### config.mk
export PLATFORM = sky130hd
export DESIGN_NAME = lsu_mem_master
export DESIGN_NICKNAME = d
export VERILOG_FILES = /design/src/rtl/mem_if_pkg.sv /design/src/rtl/lsu_mem_master_lane_align.sv /design/src/rtl/lsu_mem_master.sv
export SDC_FILE = /design/constraint.sdc
export NUM_CORES = 1
export LEC_CHECK = 0
export ABC_AREA = 1
export ABC_CLOCK_PERIOD_IN_PS = 1700
export CELL_PAD_IN_SITES_DETAIL_PLACEMENT = 0
export CELL_PAD_IN_SITES_GLOBAL_PLACEMENT = 1
export CORE_UTILIZATION = 33
export CTS_CLUSTER_DIAMETER = 30
export DETAILED_ROUTE_END_ITERATION = 10
export DONT_BUFFER_PORTS = 1
export HOLD_SLACK_MARGIN = 0.1
export PLACE_DENSITY = 0.69
export SLEW_MARGIN = 20
export SYNTH_ARGS = -nofsm -noshare
export SYNTH_HDL_FRONTEND = slang
export SYNTH_SLANG_ARGS = --single-unit
### constraint.sdc
create_clock -name clk -period 1.7 [get_ports clk]
set_clock_uncertainty 0.15 [all_clocks]
set_input_delay 0.17 -clock clk [delete_from_list [all_inputs] [get_ports clk]]
set_output_delay 0.17 -clock clk [all_outputs]
set_load 0.1 [all_outputs]
### src/rtl/mem_if_pkg.sv
`default_nettype none
// mem_if_pkg: encodings and FSM state type shared by the LSU memory master and its lane aligner.
package mem_if_pkg;

    localparam logic [1:0] SZ_BYTE = 2'd0;
    localparam logic [1:0] SZ_HALF = 2'd1;
    localparam logic [1:0] SZ_WORD = 2'd2;

    localparam logic CMD_RD = 1'b0;
    localparam logic CMD_WR = 1'b1;

    typedef enum logic [1:0] {
        ST_IDLE  = 2'd0,
        ST_CMD   = 2'd1,
        ST_RDATA = 2'd2,
        ST_RESP  = 2'd3
    } lsu_state_t;

    // Reserved size 3 is treated as a word access.
    function automatic logic is_misaligned(input logic [1:0] size, input logic [1:0] addr_lo);
        case (size)
            SZ_BYTE: return 1'b0;
            SZ_HALF: return addr_lo[0];
            default: return (addr_lo != 2'b00);
        endcase
    endfunction

endpackage
`default_nettype wire

### src/rtl/lsu_mem_master_lane_align.sv
`default_nettype none
// lsu_lane_align: combinational byte-lane steering -- store strobe/replication and load shift/extension.
module lsu_lane_align
    import mem_if_pkg::*;
(
    input  logic [1:0]  st_addr_lo,
    input  logic [1:0]  st_size,
    input  logic [31:0] st_wdata,
    output logic [3:0]  st_strb,
    output logic [31:0] st_wdata_rep,
    input  logic [1:0]  ld_addr_lo,
    input  logic [1:0]  ld_size,
    input  logic        ld_unsigned,
    input  logic [31:0] ld_raw,
    output logic [31:0] ld_data
);

    function automatic logic [35:0] store_lanes(input logic [1:0] size, input logic [1:0] addr_lo,
                                                input logic [31:0] wdata);
        case (size)
            SZ_BYTE: return {4'b0001 << addr_lo, {4{wdata[7:0]}}};
            SZ_HALF: return {4'b0011 << {addr_lo[1], 1'b0}, {2{wdata[15:0]}}};
            default: return {4'hF, wdata};
        endcase
    endfunction

    function automatic logic [31:0] load_extract(input logic [1:0] size, input logic [1:0] addr_lo,
                                                 input logic is_unsigned, input logic [31:0] raw);
        logic [7:0]  b;
        logic [15:0] h;
        b = raw[{addr_lo, 3'b000} +: 8];
        h = raw[{addr_lo[1], 4'b0000} +: 16];
        case (size)
            SZ_BYTE: return {{24{~is_unsigned & b[7]}}, b};
            SZ_HALF: return {{16{~is_unsigned & h[15]}}, h};
            default: return raw;
        endcase
    endfunction

    assign {st_strb, st_wdata_rep} = store_lanes(st_size, st_addr_lo, st_wdata);
    assign ld_data = load_extract(ld_size, ld_addr_lo, ld_unsigned, ld_raw);

endmodule
`default_nettype wire

### src/rtl/lsu_mem_master.sv
`default_nettype none
// lsu_mem_master: single-outstanding load/store initiator on a split cmd/r/w memory port.
// Optional LSU_MISALIGN_TRAP_EN: misaligned half/word requests skip the bus and return resp_err.
module lsu_mem_master
    import mem_if_pkg::*;
#(
    parameter int p_ADDR_BITS = 32,
    parameter int p_DATA_BITS = 32,
    parameter int p_STRB_BITS = p_DATA_BITS / 8
) (
    input  logic                   clk,
    input  logic                   rst,
    input  logic                   req_valid,
    output logic                   req_ready,
    input  logic                   req_write,
    input  logic [p_ADDR_BITS-1:0] req_addr,
    input  logic [1:0]             req_size,
    input  logic                   req_unsigned,
    input  logic [p_DATA_BITS-1:0] req_wdata,
    output logic                   resp_valid,
    input  logic                   resp_ready,
    output logic [p_DATA_BITS-1:0] resp_rdata,
    output logic                   resp_err,
    output logic [p_ADDR_BITS-1:0] mem_addr,
    output logic                   mem_cmd,
    output logic [1:0]             mem_size,
    output logic                   mem_valid,
    input  logic                   mem_ready,
    input  logic                   mem_r_valid,
    output logic                   mem_r_ready,
    input  logic [p_DATA_BITS-1:0] mem_r_data,
    input  logic                   mem_r_resp,
    output logic                   mem_w_valid,
    input  logic                   mem_w_ready,
    output logic [p_STRB_BITS-1:0] mem_w_strb,
    output logic [p_DATA_BITS-1:0] mem_w_data,
    input  logic                   mem_w_resp
);

    lsu_state_t state, next_state;

    logic        unsigned_q;
    logic [3:0]  st_strb;
    logic [31:0] st_wdata_rep;
    logic [31:0] ld_data;
    logic        accept, cmd_fire, w_fire, cmd_done, w_done, misaligned;

    lsu_lane_align u_align (
        .st_addr_lo   (req_addr[1:0]),
        .st_size      (req_size),
        .st_wdata     (req_wdata),
        .st_strb      (st_strb),
        .st_wdata_rep (st_wdata_rep),
        .ld_addr_lo   (mem_addr[1:0]),
        .ld_size      (mem_size),
        .ld_unsigned  (unsigned_q),
        .ld_raw       (mem_r_data),
        .ld_data      (ld_data)
    );

    // Held low while reset is asserted even though the state already reads IDLE.
    assign req_ready = (state == ST_IDLE) && rst;
    assign accept    = req_valid && req_ready;
    assign cmd_fire  = mem_valid && mem_ready;
    assign w_fire    = mem_w_valid && mem_w_ready;
    assign cmd_done  = !mem_valid || mem_ready;
    assign w_done    = !mem_w_valid || mem_w_ready;

`ifdef LSU_MISALIGN_TRAP_EN
    assign misaligned = is_misaligned(req_size, req_addr[1:0]);
`else
    assign misaligned = 1'b0;
`endif

    always_ff @(posedge clk or negedge rst) begin
        if (!rst) begin
            state <= ST_IDLE;
        end else begin
            state <= next_state;
        end
    end

    always_comb begin
        next_state = state;
        case (state)
            ST_IDLE:  if (accept)                next_state = misaligned ? ST_RESP : ST_CMD;
            ST_CMD:   if (cmd_done && w_done)    next_state = (mem_cmd == CMD_WR) ? ST_RESP : ST_RDATA;
            ST_RDATA: if (mem_r_valid)           next_state = ST_RESP;
            ST_RESP:  if (resp_ready)            next_state = ST_IDLE;
            default:                             next_state = ST_IDLE;
        endcase
    end

    always_ff @(posedge clk or negedge rst) begin
        if (!rst) begin
            mem_valid   <= 1'b0;
            mem_w_valid <= 1'b0;
            mem_r_ready <= 1'b0;
            resp_valid  <= 1'b0;
            resp_err    <= 1'b0;
            resp_rdata  <= '0;
            mem_addr    <= '0;
            mem_cmd     <= CMD_RD;
            mem_size    <= SZ_BYTE;
            mem_w_strb  <= '0;
            mem_w_data  <= '0;
            unsigned_q  <= 1'b0;
        end else begin
            mem_r_ready <= (next_state == ST_RDATA);
            resp_valid  <= (next_state == ST_RESP);
            if (cmd_fire) begin
                mem_valid <= 1'b0;
            end
            // Write error is only meaningful in the cycle its data beat is accepted.
            if (w_fire) begin
                mem_w_valid <= 1'b0;
                resp_err    <= mem_w_resp;
            end
            if (accept) begin
                mem_addr    <= req_addr;
                mem_cmd     <= req_write;
                mem_size    <= req_size;
                unsigned_q  <= req_unsigned;
                mem_w_strb  <= req_write ? st_strb : '0;
                mem_w_data  <= st_wdata_rep;
                resp_rdata  <= '0;
                resp_err    <= misaligned;
                mem_valid   <= !misaligned;
                mem_w_valid <= req_write && !misaligned;
            end
            if (state == ST_RDATA && mem_r_valid) begin
                resp_rdata <= ld_data;
                resp_err   <= mem_r_resp;
            end
        end
    end

endmodule
`default_nettype wire

# Word-level counts from Yosys, hierarchy flattened
# Cells that the tools add are included.
[totals]
out_inout_bits = 109
rom_bits = 0
ram_bits = 0
latchBits = 0
ff_bits = 111
mem_count = 0
[classes]
n_shift = 4
n_div = 0
n_mux = 18
magnitude_cmp = 0
n_bitwise = 3
addsub = 0
n_eq_ne = 7
n_reduce_logical = 17
mul = 0
[op_table]
columns = ["operator", "n"]
rows = [
  ["case mux 36 bit (2 select lines)", 1],
  ["two-way mux 32 bit", 2],
  ["case mux 32 bit (2 select lines)", 1],
  ["indexed part select 32 x 6 -> 16 bit", 1],
  ["indexed part select 32 x 6 -> 8 bit", 1],
  ["equality test 2 bit (second input constant)", 4],
  ["two-way mux 1 bit", 8],
  ["two-way mux 2 bit", 4],
  ["case mux 2 bit (4 select lines)", 1],
  ["equality test 2 x 1 -> 1 bit (second input constant)", 3],
  ["logical AND 1 bit", 6],
  ["logical NOT 2 bit", 3],
  ["nonzero test 2 bit", 3],
  ["two-way mux 4 bit", 1],
  ["left shift 1 x 2 -> 4 bit (first input constant)", 1],
  ["left shift 2 x 2 -> 4 bit (first input constant)", 1],
  ["nonzero test 3 bit", 1],
  ["bitwise AND 1 bit", 2],
  ["logical NOT 1 bit", 2],
  ["logical OR 1 bit", 2],
  ["NOT 1 bit", 1],
]

# Logic depth before layout (Yosys ltp)
[logic_depth]
ltp_word = 6
ltp_mapped = 11

# Modules after synthesis
# From an unflattened synthesis, not the netlist that was laid out.
[hier_totals]
hier_cells = 667
hier_area_um2 = 5486.5
[modules_own_cells]
columns = ["module", "n_inst", "cells_per_inst", "area_per_inst_um2"]
rows = [
  ["lsu_mem_master", 1, 421, 4140.2],
  ["lsu_lane_align", 1, 246, 1346.3],
]

# Worst setup path before layout
# OpenSTA, ideal clock, no wires.
[synth_timing]
path_type = "reg-to-output"
startpoint = "register state[1]"
endpoint = "output req_ready"
arrival_ns = 2.650
n_path_buf = 0
path_stages_with_launch = 2
setup_slack_ns = -1.270
cell_sequence = "dfrtp_1 > nor3b_1"
[synth_via]
elab_chain_cells = 2
[synth_rtl]
columns = ["element", "line_no", "rtl"]
rows = [
  ["start, declared", "lsu_mem_master.sv:40", "lsu_state_t state, next_state;"],
  ["start signal, assigned", "lsu_mem_master.sv:79", "state <= next_state;"],
  ["logical NOT 2 bit", "lsu_mem_master.sv:62", "assign req_ready = (state == ST_IDLE) && rst;"],
  ["logical AND 1 bit", "lsu_mem_master.sv:62", ""],
  ["end, declared", "lsu_mem_master.sv:14", "output logic req_ready,"],
]
# Every way passes these cells.

# Final worst setup path
[layout_timing]
startpoint = "input req_wdata[9]"
endpoint = "register mem_w_data[25]"
[layout_via]
elab_chain_cells = 1
[layout_rtl]
columns = ["element", "line_no", "rtl"]
rows = [
  ["start, declared", "lsu_mem_master.sv:19", "input logic [p_DATA_BITS-1:0] req_wdata,"],
  ["case mux 36 bit (2 select lines)", "lsu_mem_master_lane_align.sv:20", "case (size)"],
  ["end signal, assigned", "lsu_mem_master.sv:125", "mem_w_data <= st_wdata_rep;"],
  ["end, declared", "lsu_mem_master.sv:36", "output logic [p_DATA_BITS-1:0] mem_w_data,"],
]
# Every way passes these cells.
# A chain may end at the register's enable or synchronous reset.

==> flow_summary.toml <==
[outcome]
status = "finished with violations"
violations = "negative hold slack"

[yosys]
post_synth.cell_area_avg_um2 = 7.74
synth_common_cells = "nand2_1, dfrtp_1, nor2_1, a21oi_1, o21ai_0"
yosysTopAreaCell = "dfrtp_1"
syn_nets = 785
synth_cells = 676
synthTopCellsByArea = "dfrtp_1, nand2_1, a21oi_1"
ys_warn_count = 0
ys_seq_area_frac = 0.531
yosys.area.top_type_share = 0.531
synth-seq-cells = 111
yosysMostFrequentCell = "nand2_1"
async_flop_share = 1.00
synth_edf_count = 0
syn_area_um2 = 5230
ys_types = 25
ys.flop_type = "dfrtp_1"

[drt]
wl_met2_um = 8140
wl_met1_um = 7180
top_layer_used = "met4"
drt_first_pass_iters = 5
via_count = 5299
detail_route.iter0.violations = 312
ant_nets = 0
wl_met3_um = 1130
drc_errors = 0
wl_um = 16700
wire_per_inst_um = 14.9
vias_per_cell = 4.72

[final_layout]
nNetsFinal = 1015
nFillCells = 1467
drive_gt1_frac = 0.195
antenna_cells = 0
area_growth_pct = 51.5

[place]
io_buffers = 0
dp_hpwl_um = 11000
gp_congestion = 0.881

[critical_path]
rr_startpoint = "mem_addr[1]$_DFFE_PN0P_"
critPathKind = "input port to flop"
required_ps = 1770
slowest_stage = "dlygate4sd3_1"
worst_setup_path_end_kind = "flop"
critPathMaxStageDelay_ps = 560
start_kind = "input port"
cp_top_family = "buffers and inverters"
worstPathArrival_ps = 1710
crit_path_start = "req_wdata[9]"
path_cells = "dlygate4sd3_1 > nand3_1 > nand2_1 > a21oi_1 > dlygate4sd3_1 > o21ai_1"
critical_path_peak_fanout = 2
crit_buf_inv = 2
cp_common_cell = "dlygate4sd3_1"

[sta]
relSlewSlack = 0.695
period_needed_ps = 1640
tightest_slew_ps = 457
whs_ps = -638
finalMaxSlewViolations = 0
hold_viol = 111
max_freq_ghz = 0.608
finalSetupViolCount = 0
period_share = 0.968
grt_setup_unrepaired = "yes"

[cts]
clk_pin_slew_ps = 70
cts_root_buf = "clkbuf_16"
clock_sinks = 111
cts_tree = "built"
insertion_delay_ps = 350
h-tree-depth = 3
cts_made_buffers = 9
postCtsSetupBuffers = 0
cts_buffer_depth = 2

[floorplan]
core_area_um2 = 15300
die_x_um = 128
io_pins = 218
initial_utilization = 0.342
die_area_um2 = 16400
fp.dieH_um = 128
rows = 45

[hold_path]
hold_class = "input port to asynchronous set/reset pin"

[grt]
grt_pass1_vias = 5354
track_usage = 0.208
grt_max_degree = 114
grt_antenna_before_repair = 0
gr-total-overflow = 0
grt_pass1_wl_um = 26700

[job]
maxCapViolations = 0
per-stage QoR:
step,cell area [µm²],setup TNS [ps],instances,setup slack (ps),util
finish,7930,0,1122,55.1,0.518
global route,7930,-14.0,1122,-14.0,0.518
CTS,7920,0,1123,10.8,0.517
detailed placement,6280,0,977,10.4,0.410
global placement,6280,0,977,30.2,0.410
floorplan,5270,-478,676,-47.8,-
cell families after synthesis:
group,share of synthesized area
and+or+nand+nor,0.321
buffers and inverters,0.0612
DFF,0.531
AOI/OAI and AO/OA,0.0870
what timing repair did:
action,in CTS,in global routing
cloned,0,1
hold buffers,130,1
endpoints found under the setup margin,3,24
hold endpoints to repair,222,113
pin swaps,1,1
gates resized for setup,5,6
final cells by class:
cell class	instances	area (µm²)	area share
Clock buffer	9	225	0.0284
Inverter	35	141	0.0178
Clock inverter	7	95.1	0.0120
Multi-Input combinational cell	498	2180	0.275
Timing Repair Buffer	251	2230	0.281
Sequential cell	111	2790	0.352
Tap cell	211	264	0.0333
cells in the final DEF, fill, tap and decap left out, drive strengths merged:
master,netlist,routed
nand3,28,29
a21oi,36,36
o21ai,55,55
clkinvlp,0,1
bufinv,0,2
clkinv,0,2
nor3b,1,1
dfrtp,111,111
buf,21,122
nor2,48,48
nand2,328,328
clkbuf,12,9
dlygate4sd3,0,129
nand4,1,1
inv,35,37
registers in the layout (all words and copies together), names as in the netlist, 2 cells and up:
signal      count
mem_w_strb      4
state           2
mem_addr       32
mem_size        2
mem_w_data     32
resp_rdata     32
routing by layer:
layer,track usage,up-vias
li1,-,2572
met1,0.262,2509
met2,0.348,199
met3,0.0476,19
met4,0.0782,0
met5,0,-
final timing paths:
path                       slack [ps]                         end  depth (start not counted)
hold reg to reg                   340  resp_rdata[25]$_DFFE_PN0P_                          2
max in group asynchronous        1780          state[1]$_DFF_PN0_                          0
hold / removal                   -640  resp_rdata[21]$_DFFE_PN0P_                          0
setup / recovery                   60  mem_w_data[25]$_DFFE_PN0P_                          6
min in group clk                   80  mem_w_data[30]$_DFFE_PN0P_                          4
setup reg to reg                  100   resp_rdata[2]$_DFFE_PN0P_                          6
Power is left out: the tool's default activity adds up to more than one toggle a clock period on the data nets, which glitch-free logic cannot reach.
